<file path="src/rtl/imem_loader.sv">
// imem_loader: loads the instruction memory from a length-prefixed,
// big-endian byte stream, then fills the rest of the memory with FILL_WORD.
// The processor is held stalled for the whole session.
//
// state    | meaning
// ---------+--------------------------------------------------------------
// S_IDLE   | waiting for start; processor runs
// S_LEN_HI | waiting for length byte N[15:8]
// S_LEN_LO | waiting for length byte N[7:0]; range check on N
// S_DATA   | assembling data words, one write per 4 bytes
// S_FILL   | writing FILL_WORD to addresses N..D-1, one per cycle
// S_FIN    | one-cycle wrap-up; done is set on leaving
module imem_loader #(
  parameter int          PC_SIZE   = 8,
  parameter logic [31:0] FILL_WORD = 32'hffffffff
) (
  input  logic               clk,
  input  logic               rst_n,
  input  logic               start,
  input  logic               in_valid,
  input  logic [7:0]         in_data,
  output logic               in_ready,
  output logic               mem_we,
  output logic [PC_SIZE-1:0] mem_addr,
  output logic [31:0]        mem_wdata,
  output logic               cpu_hold,
  output logic               done,
  output logic               err,
  output logic [PC_SIZE:0]   word_count
);

  typedef enum logic [2:0] {
    S_IDLE, S_LEN_HI, S_LEN_LO, S_DATA, S_FILL, S_FIN
  } state_t;

  // Depth held at 32 bits so that N = D is representable and comparable.
  localparam logic [31:0]        DEPTH     = 32'd1 << PC_SIZE;
  localparam logic [PC_SIZE-1:0] LAST_ADDR = '1;

  state_t             state, state_nxt;
  logic [15:0]        len;
  logic [23:0]        asm_word;
  logic [1:0]         byte_cnt;
  logic [PC_SIZE-1:0] wr_ptr;

  logic        xfer;
  logic [31:0] len_rx;
  logic        len_bad;
  logic        len_zero;
  logic        len_full;
  logic        word_last;

  assign xfer      = in_valid && in_ready;
  assign len_rx    = {16'd0, len[15:8], in_data};
  assign len_bad   = len_rx > DEPTH;
  assign len_zero  = len_rx == 32'd0;
  assign len_full  = {16'd0, len} == DEPTH;
  assign word_last = (32'(word_count) + 32'd1) == {16'd0, len};

  // State register.
  always_ff @(posedge clk or negedge rst_n) begin
    if (!rst_n) state <= S_IDLE;
    else        state <= state_nxt;
  end

  // Next-state decision.
  always_comb begin
    state_nxt = state;
    case (state)
      S_IDLE:   if (start) state_nxt = S_LEN_HI;
      S_LEN_HI: if (xfer)  state_nxt = S_LEN_LO;
      S_LEN_LO: if (xfer) begin
        if (len_bad)       state_nxt = S_IDLE;
        else if (len_zero) state_nxt = S_FILL;
        else               state_nxt = S_DATA;
      end
      S_DATA:   if (xfer && byte_cnt == 2'd3 && word_last)
                  state_nxt = len_full ? S_FIN : S_FILL;
      S_FILL:   if (wr_ptr == LAST_ADDR) state_nxt = S_FIN;
      S_FIN:    state_nxt = S_IDLE;
      default:  state_nxt = S_IDLE;
    endcase
  end

  // Handshake and stall outputs decoded from state.
  always_comb begin
    in_ready = 1'b0;
    cpu_hold = 1'b1;
    case (state)
      S_IDLE:                    cpu_hold = 1'b0;
      S_LEN_HI, S_LEN_LO, S_DATA: in_ready = 1'b1;
      default: ;
    endcase
  end

  // Datapath: length capture, word assembly, registered memory writes, status.
  always_ff @(posedge clk or negedge rst_n) begin
    if (!rst_n) begin
      len        <= '0;
      asm_word   <= '0;
      byte_cnt   <= '0;
      wr_ptr     <= '0;
      mem_we     <= 1'b0;
      mem_addr   <= '0;
      mem_wdata  <= '0;
      done       <= 1'b0;
      err        <= 1'b0;
      word_count <= '0;
    end else begin
      mem_we <= 1'b0;
      case (state)
        S_IDLE: if (start) begin
          done       <= 1'b0;
          err        <= 1'b0;
          word_count <= '0;
          byte_cnt   <= '0;
          wr_ptr     <= '0;
        end
        S_LEN_HI: if (xfer) len[15:8] <= in_data;
        S_LEN_LO: if (xfer) begin
          len[7:0] <= in_data;
          if (len_bad) err <= 1'b1;
        end
        S_DATA: if (xfer) begin
          byte_cnt <= byte_cnt + 2'd1;
          asm_word <= {asm_word[15:0], in_data};
          if (byte_cnt == 2'd3) begin
            mem_we     <= 1'b1;
            mem_addr   <= wr_ptr;
            mem_wdata  <= {asm_word, in_data};
            wr_ptr     <= wr_ptr + 1'b1;
            word_count <= word_count + 1'b1;
          end
        end
        S_FILL: begin
          mem_we    <= 1'b1;
          mem_addr  <= wr_ptr;
          mem_wdata <= FILL_WORD;
          wr_ptr    <= wr_ptr + 1'b1;
        end
        S_FIN: done <= 1'b1;
        default: ;
      endcase
    end
  end

endmodule

</file>
<file path="config.mk">
export PLATFORM = sky130hd
export DESIGN_NAME = imem_loader
export DESIGN_NICKNAME = d
export VERILOG_FILES = /design/src/rtl/imem_loader.sv
export SDC_FILE = /design/constraint.sdc
export NUM_CORES = 1
export LEC_CHECK = 0
export CAP_MARGIN = 25
export CORE_MARGIN = 2
export CORE_UTILIZATION = 55
export DETAILED_ROUTE_END_ITERATION = 8
export PLACE_DENSITY = 0.87
export SLEW_MARGIN = 5
export SYNTH_ARGS = -nofsm -noshare
export SYNTH_HDL_FRONTEND = slang
export SYNTH_SLANG_ARGS = --single-unit
</file>
<file path="constraint.sdc">
create_clock -name clk -period 2.05 [get_ports clk]
set_input_delay 0.41 -clock clk [delete_from_list [all_inputs] [get_ports clk]]
set_output_delay 0.41 -clock clk [all_outputs]
set_load 0.1 [all_outputs]
</file>
==> results of run 1 <==
critical path, cell delays in order (launching register included):
cell and delay, ns:
dfrtp_4 0.53, ha_4 0.19, buf_4 0.14, nor4_1 0.35, a31oi_1 0.10, o211ai_2 0.25, a21oi_2 0.11, o31a_1 0.26
synth_stat cells (all sizes together), types with 9 or more instances:
cell | instances | area (um^2)
a21oi | 10 | 50.1
mux2 | 47 | 529
dfrtp | 105 | 2630
buf | 16 | 100
and3 | 10 | 62.6
nand3 | 41 | 210
nor4 | 9 | 62.6
o21ai | 24 | 120
nor2 | 12 | 52.6
clkbuf | 10 | 37.5
nand2 | 96 | 363
kinds of logic (layout without fill, tap and decap cells):
logic type | after synthesis | in the layout | share of synthesized area (%)
buffers and inverters | 29 | 116 | 3.14
muxes | 48 | 48 | 11.4
AOI/OAI and AO/OA | 57 | 57 | 7.47
xor gates and xnor gates | 12 | 12 | 2.22
DFF | 105 | 105 | 55.4
adders and majority gates | 3 | 3 | 0.792
and+or+nand+nor | 192 | 192 | 19.6
sequential cells by signal (all words and copies together) (netlist names), 2 cells and up:
register	flops
mem_wdata	32
asm_word	24
len	16
word_count	9
mem_addr	8
wr_ptr	8
state	3
byte_cnt	2
report_power, final:
part	internal, mW	switching (mW)	total, mW	leakage [nW]
Combinational	1.37	2.94	4.31	1.34
Sequential	2.75	0.595	3.34	1.20
Clock	0.598	0.787	1.39	0.106
Total	4.72	4.32	9.04	2.65
worst max path at each step:
stage	startpoint	to	cells after the start
final	word_count[1]	state[0]	7
after global routing	word_count[0]	state[0]	7
after CTS	word_count[1]	state[0]	7
after detailed placement	in_valid	state[0]	7
after global placement	in_data[5]	state[0]	7
after floorplan	word_count[1]	state[0]	7
final cells by class:
class | instances | area [um^2] | share of cell area (%)
Clock buffer | 9 | 124 | 2.10
Clock inverter | 7 | 96.3 | 1.63
Inverter | 3 | 11.3 | 0.191
Multi-Input combinational cell | 312 | 2020 | 34.3
Sequential cell | 105 | 2650 | 44.9
Tap cell | 105 | 131 | 2.23
Timing Repair Buffer | 97 | 868 | 14.7
timing repair:
item                       in CTS  in global routing
setup endpoints to repair       3                  4
setup buffers                   0                  2
hold buffers                    1                  0
hold endpoints to repair       10                  0
pin swaps                       1                  3
resized for setup               2                  6
metrics by stage:
step / setup slack [ns] / setup TNS, ns / std cells / total power, mW / hold WS, ns
2_1_floorplan: -0.0480 / -0.0480 / 446 / 6.44 / 0.114
3_3_place_gp: -0.124 / -0.260 / 619 / 7.44 / 0.407
3_5_place_dp: -0.202 / -0.480 / 619 / 7.61 / 0.412
4_1_cts: -0.0331 / -0.0331 / 636 / 9.01 / 0.508
5_1_grt: -0.0339 / -0.0581 / 638 / 9.44 / 0.530
6_report: 0.00887 / 0 / 638 / 9.04 / 0.501
routing by layer:
metal / part of all wire [%] / wire, um / GRT usage, %
met2: 49 / 5590 / 37.8
met5: 0 / 0 / 0
met1: 42 / 4720 / 33.5
met3: 6.5 / 740 / 5.78
met4: 2.7 / 307 / 9.43
==> results.py, run 1 <==
metrics = {
    "run_status": {
        "status": "complete, no violations",
    },
    "timing": {
        "finalCritPeriodShare_pct": 99.6,
        "drv_slew": 0,
        "clock-skew-final_ns": 0.0117,
        "setup_viol_count_final": 0,
        "hold_violations": 0,
        "rsz0062_at_grt": "yes",
        "slew_headroom_pct": 65.6,
        "period_needed_ns": 2.04,
        "worstMarginPinSlew_ns": 0.516,
        "clock.fmax_mhz": 490,
    },
    "layout": {
        "n_fill_cell": 583,
        "mostFrequentLayoutCells": "96 x dfrtp_1, 95 x nand2_1, 77 x buf_4",
        "drive_above_1_share_pct": 32.5,
        "final_area_mm2": 0.00590,
        "postLayoutCoreUtil_pct": 71.1,
        "area_delta_synth_final_pct": 24.5,
        "layout_commonest_cell": "dfrtp_1",
        "fin_nets": 543,
        "antenna_cells": 0,
    },
    "synthesis": {
        "ys_seq_area_share_pct": 55.4,
        "syn_area_per_cell_um2": 10.6,
        "syn_area_mm2": 0.00474,
        "synth_edf_count": 0,
        "synthArstFlopShare_pct": 100,
        "ys_types": 52,
        "ys_warn_count": 0,
        "syn_nets": 461,
        "synth.ff_latch_count": 105,
        "ys.flop_type": "dfrtp_1",
        "synth_cells": 446,
    },
    "routing": {
        "vias_per_cell": 5.89,
        "drt-total-wl_mm": 11.4,
        "wire_per_inst_um": 17.8,
        "vias": 3761,
        "antenna_left": 0,
        "drt_iter0_drc": 351,
        "dr.pass1.iters": 5,
        "drc_errors": 0,
    },
    "worst_setup_path": {
        "crit_type": "flop to flop",
        "path_max_fanout": 6,
        "start_kind": "flop",
        "reg2reg_from": "word_count[1]",
        "r2r_cells": 7,
        "r2r_slack_ns": 0.009,
        "r2r_end": "state[0]",
        "cp.required_ns": 2.31,
        "arrival_ns": 2.30,
        "cp-end-kind": "flop",
    },
    "floorplan": {
        "rows": 33,
        "die_h_um": 96.8,
        "dieArea_mm2": 0.00938,
        "start_util_pct": 57.1,
        "io_pins": 66,
        "die_w_um": 96.8,
        "core_mm2": 0.00830,
    },
    "clock_network": {
        "h-tree-depth": 3,
        "clockBufferDepth": 2,
        "clk_latency_ns": 0.38,
        "cts-root-buf": "clkbuf_8",
        "cts.sinks": 105,
        "cts_tree": "yes",
        "cts.clk_slew.worst_paths_ns": 0.11,
        "cts_buffers": 9,
    },
    "global_routing": {
        "grtUsageTotal_pct": 24.3,
        "grt_first_pass_wirelength_mm": 18.4,
        "grt_max_degree": 42,
        "antenna_found_initial": 0,
        "overflow": 0,
        "grt_pass1_vias": 3672,
    },
    "power_and_ir_drop": {
        "irDropWorstVdd_v": 0.00112,
        "p_per_area_mw_per_mm2": 1530,
        "p_leak_nw": 2.65,
    },
    "placement": {
        "dp_hpwl_mm": 7.87,
        "portBuffers": 65,
        "placed_area_mm2": 0.00562,
        "place_congestion": 0.856,
    },
    "worst_hold_path": {
        "holdPathEnd": "byte_cnt[0]",
        "hold_class": "flop to flop",
        "min_from": "byte_cnt[0]",
        "min_path_cells": 1,
    },
    "job": {
        "cap_viol_max_count": 0,
    },
}
Note: power is estimated with default switching activity, not from simulation.
==> run 2: changes to the inputs <==
- CORE_UTILIZATION: 55 -> 45
- MAX_ROUTING_LAYER: unset -> met4
- PLACE_DENSITY: 0.87 -> 0.75
==> run 2 against run 1 <==
Against the previous run: critical endpoint unchanged; largest power group unchanged; the flow now finishes with violations (negative setup slack); core utilization shrank 13 points; sequential power about the same; critical path depth unchanged; count of clock-buffer cells in the layout stayed put; first-iteration DRC count is 22% lower; largest cell class unchanged; clock skew grew 0.0024 ns; cell area grew 0.47%.
==> results.py, run 2 (synthesis results as in run 1) <==
metrics = {
    "global_routing": {
        "grt_max_degree": 47,
        "grtUsageTotal_pct": 20.6,
        "grt_first_pass_wirelength_mm": 18.0,
        "overflow": 0,
        "grt_pass1_vias": 3603,
        "antenna_found_initial": 0,
    },
    "floorplan": {
        "dieArea_mm2": 0.0114,
        "die_h_um": 107,
        "io_pins": 66,
        "rows": 37,
        "start_util_pct": 46.1,
        "die_w_um": 107,
        "core_mm2": 0.0103,
    },
    "clock_network": {
        "clk_latency_ns": 0.38,
        "cts_tree": "yes",
        "cts_buffers": 9,
        "h-tree-depth": 3,
        "cts.clk_slew.worst_paths_ns": 0.11,
        "clockBufferDepth": 2,
        "cts-root-buf": "clkbuf_8",
        "cts.sinks": 105,
        "cts_setup_buffers": 0,
    },
    "timing": {
        "drv_slew": 0,
        "slew_headroom_pct": 68.4,
        "period_needed_ns": 2.08,
        "worstMarginPinSlew_ns": 0.473,
        "setup_ws_ns": -0.0289,
        "hold_violations": 0,
        "clock-skew-final_ns": 0.0141,
        "finalCritPeriodShare_pct": 101,
        "clock.fmax_mhz": 481,
        "rsz0062_at_grt": "yes",
        "setup_viol_count_final": 1,
    },
    "run_status": {
        "status": "finished with violations",
        "violations": "negative setup slack",
    },
    "worst_setup_path": {
        "cp-end-kind": "flop",
        "arrival_ns": 2.34,
        "cp.required_ns": 2.32,
        "path_max_fanout": 4,
        "start_kind": "flop",
        "crit_type": "flop to flop",
    },
    "layout": {
        "largest_register_ff_count": 32,
        "fin_nets": 540,
        "area_delta_synth_final_pct": 25.1,
        "n_fill_cell": 900,
        "mostFrequentLayoutCells": "96 x dfrtp_1, 95 x nand2_1, 72 x buf_4",
        "drive_above_1_share_pct": 31.7,
        "antenna_cells": 0,
        "reg.largest.list": "mem_wdata: 32 flops, asm_word: 24 flops, len: 16 flops",
        "postLayoutCoreUtil_pct": 57.7,
        "layout_commonest_cell": "dfrtp_1",
        "largest_register": "mem_wdata",
    },
    "routing": {
        "dr.pass1.iters": 5,
        "drt-total-wl_mm": 10.9,
        "wire_per_inst_um": 16.3,
        "vias": 3664,
        "vias_per_cell": 5.50,
        "drc_errors": 0,
        "antenna_left": 0,
        "drt_iter0_drc": 274,
    },
    "placement": {
        "portBuffers": 65,
        "dp_hpwl_mm": 7.68,
        "place_congestion": 0.893,
        "place_ws_ns": -0.207,
    },
    "job": {
        "cap_viol_max_count": 0,
    },
    "power_and_ir_drop": {
        "p_per_area_mw_per_mm2": 1510,
        "irDropWorstVdd_v": 0.000988,
        "finalPower_mw": 8.96,
        "p_leak_nw": 2.64,
    },
    "worst_hold_path": {
        "hold_class": "input pin to async pin",
    },
}
## run 2: path summary, 6_finish.rpt
kind | from | endpoint | slack, ns | cells after the start
setup / recovery | word_count[1] | state[0] | -0.03 | 7
max in group asynchronous | rst_n | word_count[0] | 0.96 | 3
setup reg to reg | word_count[1] | state[0] | -0.03 | 7
min in group clk | mem_addr[5] | mem_addr[5] | 0.50 | 1
hold reg to reg | mem_addr[5] | mem_addr[5] | 0.50 | 1
hold / removal | rst_n | word_count[8] | 0.50 | 2
## run 2: power breakdown
part	switching [mW]	total [mW]	internal, mW
Combinational	2.85	4.19	1.35
Sequential	0.602	3.35	2.74
Clock	0.809	1.42	0.615
## run 2: worst max-delay path, cell delays in order (launching register included)
cell	delay [ns]
dfrtp_4	0.52
ha_4	0.25
xor2_1	0.16
nor4_2	0.22
nand4_1	0.14
nor4_2	0.29
a21oi_1	0.13
o31a_1	0.25
## run 2: repair_timing
item	in CTS	in global routing
pin swaps	2	2
gates resized for setup	2	1
gates cloned	0	0
hold endpoints to repair	27	0
hold buffers	1	0
setup endpoints to repair	4	4
## run 2: layer usage
layer,vias up,global-route usage (%),part of all wire (%)
met3,13,3.65,4.9
li1,1725,-,-
met2,111,32.1,49
met4,0,5.57,1.2
met5,-,-,0
met1,1815,28.3,45
## run 2: metrics by stage
stage | hold WS (ns) | instance area [um^2] | setup TNS, ns | cells
5_1_grt | 0.519 | 5930 | -0.356 | 666
3_5_place_dp | 0.379 | 5680 | -0.509 | 649
2_1_floorplan | 0.114 | 4790 | -0.0480 | 446
3_3_place_gp | 0.371 | 5680 | -0.215 | 649
6_report | 0.496 | 5930 | -0.0289 | 666
4_1_cts | 0.504 | 5930 | -0.0670 | 666
## run 2: cell type report
| cell class | count | area, um^2 | area share, % |
|---|---|---|---|
| clock buffer | 9 | 124 | 2.09 |
| clock inverter | 7 | 103 | 1.73 |
| inverter | 3 | 11.3 | 0.190 |
| multi-input combinational | 312 | 2000 | 33.8 |
| sequential | 105 | 2650 | 44.7 |
| tap | 136 | 170 | 2.87 |
| timing repair buffer | 94 | 871 | 14.7 |
